### src/rtl/fp16_mul_sequencer_if.sv
// Request/response bundle between the FP16 multiply sequencer, its requester
// and the external significand multiplier core.
interface fp16_mul_sequencer_if #(
    parameter int BIT_WIDTH = 10
);
    logic                 start;
    logic [15:0]          op_a;
    logic [15:0]          op_b;
    logic                 ready;
    logic                 sig_start;
    logic [BIT_WIDTH-1:0] sig_input_a;
    logic [BIT_WIDTH-1:0] sig_input_b;
    logic                 sig_hidden_a;
    logic                 sig_hidden_b;
    logic                 sig_sign;
    logic [BIT_WIDTH-1:0] sig_result;
    logic                 sig_valid;
    logic                 sig_msb;
    logic [15:0]          result;
    logic                 result_valid;
    logic                 timeout_err;

    modport master (
        output start, op_a, op_b, sig_result, sig_valid, sig_msb,
        input  ready, sig_start, sig_input_a, sig_input_b, sig_hidden_a,
               sig_hidden_b, sig_sign, result, result_valid, timeout_err
    );

    modport slave (
        input  start, op_a, op_b, sig_result, sig_valid, sig_msb,
        output ready, sig_start, sig_input_a, sig_input_b, sig_hidden_a,
               sig_hidden_b, sig_sign, result, result_valid, timeout_err
    );
endinterface

### src/rtl/fp16_mul_sequencer.sv
// FP16 multiply sequencer: classifies operands, resolves special cases locally
// and otherwise drives an external significand core, then packs the result.
module fp16_mul_sequencer #(
    parameter int BIT_WIDTH = 10,
    parameter int EXP_WIDTH = 5,
    parameter int EXP_BIAS  = 15,
    parameter int TIMEOUT   = 31
) (
    input  logic                  clk,
    input  logic                  reset,
    fp16_mul_sequencer_if.slave   bus
);
    localparam int SB = BIT_WIDTH + EXP_WIDTH;
    localparam int CW = (TIMEOUT > 0) ? $clog2(TIMEOUT + 1) : 1;
    localparam logic [15:0] QNAN    = {1'b0, {EXP_WIDTH{1'b1}}, 1'b1, {(BIT_WIDTH-1){1'b0}}};
    localparam logic [14:0] INF_MAG = {{EXP_WIDTH{1'b1}}, {BIT_WIDTH{1'b0}}};

    typedef enum logic [1:0] {IDLE, CAPTURE, WAIT, DONE} state_t;

    state_t                 state, nxt;
    logic [15:0]            a_q, b_q, result_q;
    logic [CW-1:0]          cnt;
    logic                   err_q;

    logic [EXP_WIDTH-1:0]   ea, eb;
    logic [BIT_WIDTH-1:0]   ma, mb;
    logic                   sign, a_zero, b_zero, a_inf, b_inf, a_nan, b_nan, special;
    logic [15:0]            special_val, packed_val;
    logic signed [EXP_WIDTH+1:0] e_sum;
    logic                   ovf, unf, cnt_hit;

    assign ea      = a_q[BIT_WIDTH +: EXP_WIDTH];
    assign eb      = b_q[BIT_WIDTH +: EXP_WIDTH];
    assign ma      = a_q[BIT_WIDTH-1:0];
    assign mb      = b_q[BIT_WIDTH-1:0];
    assign sign    = a_q[SB] ^ b_q[SB];
    assign a_zero  = (ea == '0);
    assign b_zero  = (eb == '0);
    assign a_inf   = (ea == '1) && (ma == '0);
    assign b_inf   = (eb == '1) && (mb == '0);
    assign a_nan   = (ea == '1) && (ma != '0);
    assign b_nan   = (eb == '1) && (mb != '0);
    assign special = a_zero | b_zero | a_inf | b_inf | a_nan | b_nan;
    assign cnt_hit = (cnt == TIMEOUT[CW-1:0]);

    // NaN dominates, then the invalid Inf*0, then Inf, then signed zero.
    always_comb begin
        special_val = {sign, 15'h0000};
        if (a_nan || b_nan || (a_inf && b_zero) || (b_inf && a_zero))
            special_val = QNAN;
        else if (a_inf || b_inf)
            special_val = {sign, INF_MAG};
    end

    // Signed headroom so both overflow past the max exponent and underflow below 1 are visible.
    always_comb begin
        e_sum = $signed({2'b00, ea}) + $signed({2'b00, eb})
              - $signed(EXP_BIAS[EXP_WIDTH+1:0])
              + $signed({{(EXP_WIDTH+1){1'b0}}, bus.sig_msb});
        ovf   = !e_sum[EXP_WIDTH+1] && (e_sum[EXP_WIDTH] || (&e_sum[EXP_WIDTH-1:0]));
        unf   = e_sum[EXP_WIDTH+1] || (e_sum == '0);
        if (ovf)      packed_val = {sign, INF_MAG};
        else if (unf) packed_val = {sign, 15'h0000};
        else          packed_val = {sign, e_sum[EXP_WIDTH-1:0], bus.sig_result};
    end

    always_ff @(posedge clk or posedge reset) begin
        if (reset) state <= IDLE;
        else       state <= nxt;
    end

    always_comb begin
        nxt = state;
        case (state)
            IDLE:    if (bus.start) nxt = CAPTURE;
            CAPTURE: nxt = special ? DONE : WAIT;
            WAIT:    if (bus.sig_valid || cnt_hit) nxt = DONE;
            DONE:    nxt = IDLE;
            default: nxt = IDLE;
        endcase
    end

    always_comb begin
        bus.ready        = (state == IDLE);
        bus.sig_start    = (state == CAPTURE) && !special;
        bus.result_valid = (state == DONE);
        bus.timeout_err  = (state == DONE) && err_q;
    end

    always_ff @(posedge clk or posedge reset) begin
        if (reset) begin
            a_q      <= '0;
            b_q      <= '0;
            cnt      <= '0;
            result_q <= '0;
            err_q    <= 1'b0;
        end else begin
            case (state)
                IDLE: if (bus.start) begin
                    a_q <= bus.op_a;
                    b_q <= bus.op_b;
                end
                CAPTURE: begin
                    cnt <= '0;
                    if (special) begin
                        result_q <= special_val;
                        err_q    <= 1'b0;
                    end
                end
                // A strobe on the final counted cycle still beats the abort.
                WAIT: if (bus.sig_valid) begin
                    result_q <= packed_val;
                    err_q    <= 1'b0;
                end else if (cnt_hit) begin
                    result_q <= QNAN;
                    err_q    <= 1'b1;
                end else begin
                    cnt <= cnt + 1'b1;
                end
                default: ;
            endcase
        end
    end

    assign bus.sig_input_a  = ma;
    assign bus.sig_input_b  = mb;
    assign bus.sig_hidden_a = |ea;
    assign bus.sig_hidden_b = |eb;
    assign bus.sig_sign     = sign;
    assign bus.result       = result_q;
endmodule

### src/flat_wrapper.sv
// flat-port wrapper written by rule: the top's interface ports become plain ports
module fp16_mul_sequencer_flat 
#(
    parameter int BIT_WIDTH = 10,
    parameter int EXP_WIDTH = 5,
    parameter int EXP_BIAS  = 15,
    parameter int TIMEOUT   = 31
)
  (clk, reset, bus_start, bus_op_a, bus_op_b, bus_sig_result, bus_sig_valid, bus_sig_msb, bus_ready, bus_sig_start, bus_sig_input_a, bus_sig_input_b, bus_sig_hidden_a, bus_sig_hidden_b, bus_sig_sign, bus_result, bus_result_valid, bus_timeout_err);
  fp16_mul_sequencer_if #(.BIT_WIDTH(BIT_WIDTH)) bus_i ();
  input  logic clk;
  input  logic reset;
  input wire logic [$bits(bus_i.start)-1:0] bus_start;
  input wire logic [$bits(bus_i.op_a)-1:0] bus_op_a;
  input wire logic [$bits(bus_i.op_b)-1:0] bus_op_b;
  input wire logic [$bits(bus_i.sig_result)-1:0] bus_sig_result;
  input wire logic [$bits(bus_i.sig_valid)-1:0] bus_sig_valid;
  input wire logic [$bits(bus_i.sig_msb)-1:0] bus_sig_msb;
  output wire logic [$bits(bus_i.ready)-1:0] bus_ready;
  output wire logic [$bits(bus_i.sig_start)-1:0] bus_sig_start;
  output wire logic [$bits(bus_i.sig_input_a)-1:0] bus_sig_input_a;
  output wire logic [$bits(bus_i.sig_input_b)-1:0] bus_sig_input_b;
  output wire logic [$bits(bus_i.sig_hidden_a)-1:0] bus_sig_hidden_a;
  output wire logic [$bits(bus_i.sig_hidden_b)-1:0] bus_sig_hidden_b;
  output wire logic [$bits(bus_i.sig_sign)-1:0] bus_sig_sign;
  output wire logic [$bits(bus_i.result)-1:0] bus_result;
  output wire logic [$bits(bus_i.result_valid)-1:0] bus_result_valid;
  output wire logic [$bits(bus_i.timeout_err)-1:0] bus_timeout_err;
  assign bus_i.start = bus_start;
  assign bus_i.op_a = bus_op_a;
  assign bus_i.op_b = bus_op_b;
  assign bus_i.sig_result = bus_sig_result;
  assign bus_i.sig_valid = bus_sig_valid;
  assign bus_i.sig_msb = bus_sig_msb;
  assign bus_ready = bus_i.ready;
  assign bus_sig_start = bus_i.sig_start;
  assign bus_sig_input_a = bus_i.sig_input_a;
  assign bus_sig_input_b = bus_i.sig_input_b;
  assign bus_sig_hidden_a = bus_i.sig_hidden_a;
  assign bus_sig_hidden_b = bus_i.sig_hidden_b;
  assign bus_sig_sign = bus_i.sig_sign;
  assign bus_result = bus_i.result;
  assign bus_result_valid = bus_i.result_valid;
  assign bus_timeout_err = bus_i.timeout_err;
  fp16_mul_sequencer #(.BIT_WIDTH(BIT_WIDTH), .EXP_WIDTH(EXP_WIDTH), .EXP_BIAS(EXP_BIAS), .TIMEOUT(TIMEOUT)) u_core (.clk(clk), .reset(reset), .bus(bus_i));
endmodule
### config.mk
export PLATFORM = sky130hd
export DESIGN_NAME = fp16_mul_sequencer_flat
export DESIGN_NICKNAME = d
export VERILOG_FILES = /design/src/rtl/fp16_mul_sequencer_if.sv /design/src/rtl/fp16_mul_sequencer.sv /design/src/flat_wrapper.sv
export SDC_FILE = /design/constraint.sdc
export NUM_CORES = 1
export LEC_CHECK = 0
export CORE_MARGIN = 1.5
export CORE_UTILIZATION = 65
export CTS_BUF_LIST = sky130_fd_sc_hd__clkbuf_8
export DETAILED_ROUTE_END_ITERATION = 16
export DONT_BUFFER_PORTS = 1
export PLACE_DENSITY = 0.84
export SYNTH_ARGS = -nofsm -noshare
export SYNTH_HDL_FRONTEND = slang
export SYNTH_SLANG_ARGS = --single-unit
export TNS_END_PERCENT = 5
### constraint.sdc
create_clock -name clk -period 3.47 [get_ports clk]
set_clock_uncertainty 0.15 [all_clocks]
set_input_delay 0.694 -clock clk [delete_from_list [all_inputs] [get_ports clk]]
set_output_delay 0.694 -clock clk [all_outputs]
set_load 0.1 [all_outputs]
==> metrics.md <==
| Metric | Value |
|---|---|
| RSZ-0062 raised after global routing | `no` |
| Critical Path Source Type | `register` |
| Total negative slack | `0 ns` |
| Largest net degree at the start of global routing | `38` |
| CTS Buffer Depth | `2` |
| Post-synth top area share | `between 40% and 50%` |
| Final nets | `363` |
| Vias in the first global route | `~2,200` |
| Port buffer count | `0` |
| Final hold viol count | `0` |
| Post-synthesis cell count | `just over 300` |
| Max FO, Critical Path | `9` |
| ANT nets after route | `0` |
| DRC viols | `0` |
| Worst EP required | `3.50 ns` |
| Max frequency | `0.321 GHz` |
| Average cell area after synthesis | `slightly above 10 um2` |
| Die Width | `about 73 um` |
| Root Buffer | `clkbuf_8` |
| CTS Buf Count | `5` |
| Synthesized netlist net count | `367` |
| Worst path buffer plus inverter count | `0` |
| Initial DRC count | `121` |
| Setup bufs post-CTS | `0` |
| Total global-route track usage | `a little under a quarter` |
| Worst slew pin tran | `just over 0.9 ns` |
| Starting Density | `between 60% and 70%` |
| Synth area leader | `dfrtp_1` |
| Most frequent CP cell | `ha_1` |
| DRT Pass-1 Iters | `4` |
| M1 GR Usage | `30.2%` |
| Arr. time, crit path | `3.15 ns` |
| Resized cells post-CTS | `0` |
| Crit-path cells | `ha_1 -> fa_1 -> ha_1 -> xnor3_1 -> or3b_1 -> o22ai_1 -> a32o_2 -> a2bb2oi_4 -> o21ai_0` |
| Clock transition at path regs | `0.10 ns` |
| CP max stage delay | `0.59 ns` |
| Layout cell share with drive strength beyond 1 | `24.8%` |
| Global routing's busiest layer | `met2` |
| Unique cell type count in the Yosys netlist | `53` |
| Worst-path cell with the longest stage delay | `fa_1` |
| FP Rows | `25` |
| Max Slew Vio Count | `0` |
| Post-CTS Hold Fix Bufs | `0` |
| DP HPWL | `4.76 mm` |
| Mean routed wirelength per cell | `between 15 and 20 um` |
| Post-Syn Area | `3180 um2` |
| Core area | `4720 um2` |
| Global route overflow | `0` |
| Clock Latency Late Sink | `0.30 ns` |
| Initial antenna violation count | `0` |
| Placer Congestion | `between 0.8 and 0.9` |
| Predominant post-synthesis flop cell | `dfrtp_1` |
| Die Y | `72.9 um` |
| Area grow syn2layout | `3.35%` |
| Maxcap violations | `0` |
| Final setup vio count | `0` |
| Ys async rst share | `between 90% and 100%` |
| GR met2 Demand/Resource | `about two fifths` |
| Register area share after synthesis | `44.1%` |
| Fin crit period | `3.12 ns` |
| GR Util met3 | `7.87%` |
| CP delay by family, top | `adder cells` |
| Worst slew margin | `37.8%` |
| Routed wire length | `6.17 mm` |
| Clock sinks | `56` |
| Worst Hold Class | `primary input to asynchronous set/reset pin` |
| Critical path class | `register to register` |
| Die area | `5320 um2` |
| ANT cells | `0` |
| Status | `finished clean` |
| Setup slack after layout | `0.355 ns` |
| Fin crit share | `roughly nine tenths` |
| Yosys warnings | `0` |
| Pre-CTS setup slack | `0.408 ns` |
| Synth area leaders | `dfrtp_1, mux2_2, nand2_1` |
| CTS H-tree depth | `2` |
| First-pass GRT wire length | `a little under 10 mm` |
| Via count | `2,237` |
| Vias per std cell | `around 6.0` |
| Synth Register Bits | `56` |
| Number of enable flip-flop cells after synthesis | `0` |
| CTS tree | `yes` |
| Crit path capture type | `register` |
| I/O pins | `90` |
==> cell usage after synthesis, drive strengths merged, types with 2 or more instances <==
master / count
ha: 13
xor2: 2
dfrtp: 56
buf: 29
a311oi: 2
and3: 5
inv: 10
o211ai: 4
a21boi: 2
and2: 2
nand2: 48
o31ai: 2
a31oi: 4
nor3: 7
nor2: 8
mux2: 34
a21o: 5
o21ai: 25
a211oi: 6
or2: 2
o22ai: 2
a21oi: 6
nor4: 2
nand3: 7
or4: 2
==> cells by family (layout without fill, tap and decap cells) <==
group	after synthesis	in the layout	synth area share, %
AND/OR/NAND/NOR	89	89	13.0
AO/OA/AOI/OAI	70	70	15.6
buffers and inverters	39	36	7.95
flip-flops	56	56	44.1
XOR/XNOR	3	3	1.26
multiplexers	35	35	12.4
adder cells (fa/ha/maj)	14	14	5.75
==> placed cells by master (no fill, tap or decap), types with 3 or more instances in the layout <==
master	n
a21o_1	3
and3_1	4
o211ai_1	4
nor3_1	7
ha_1	13
a31oi_1	4
buf_4	18
a21oi_1	6
a211oi_1	4
dfrtp_1	56
o21ai_0	23
mux2_2	34
clkbuf_8	5
inv_1	9
nand3_1	7
nand2_1	48
nor2_1	8
==> worst register-to-register path, delay by kind of cell, from the launching register on <==
family	cells	cell delay, ns
AO/OA/AOI/OAI	4	0.72
adder cells (fa/ha/maj)	3	1.05
flip-flops	1	0.42
AND/OR/NAND/NOR	1	0.38
XOR/XNOR	1	0.27
==> flip-flops by register name, summed over array words and instances, names as in the netlist <==
register,count
u_core.err_q,1
u_core.a_q,16
u_core.b_q,16
u_core.bus.result,16
u_core.state,2
u_core.cnt,5
==> path summary, 6_finish.rpt <==
path                                             end            from  cells past startpoint  slack [ns]
worst min-delay path                   u_core.a_q[7]           reset                      1        0.24
worst max-delay path            u_core.bus.result[6]  u_core.b_q[10]                      9        0.35
min in group clk                        u_core.err_q    u_core.err_q                      2        0.34
max in group asynchronous              u_core.b_q[3]           reset                      2        2.19
worst min register to register          u_core.err_q    u_core.err_q                      2        0.34
worst max register to register  u_core.bus.result[6]  u_core.b_q[10]                      9        0.35
==> per-stage QoR <==
step / area, um2 / hold WS (ns) / util, % / instances
5_1_grt: 3280 / 0.288 / 69.5 / 370
2_1_floorplan: 3180 / 0.292 / - / 306
4_1_cts: 3280 / 0.273 / 69.5 / 370
3_5_place_dp: 3190 / 0.321 / 67.5 / 362
3_3_place_gp: 3190 / 0.306 / 67.5 / 362
6_report: 3280 / 0.238 / 69.5 / 370
==> metal layers <==
metal	vias to the layer above	part of all wire [%]
met5	-	0
met4	0	0.86
met3	4	9.5
met2	105	48
met1	1059	42
li1	1069	-
==> area by class of cell <==
class                   instances  area (um2)
clock buffers                   5        68.8
clock inverters                 3        26.3
fillers                       363        1440
inverters                      10        37.5
multi-input cells             211        1530
flip-flops and latches         56        1400
well taps                      67        83.8
repair buffers                 18         135
Power is left out: the tool's default activity adds up to more than one toggle a clock period on the data nets, which glitch-free logic cannot reach.
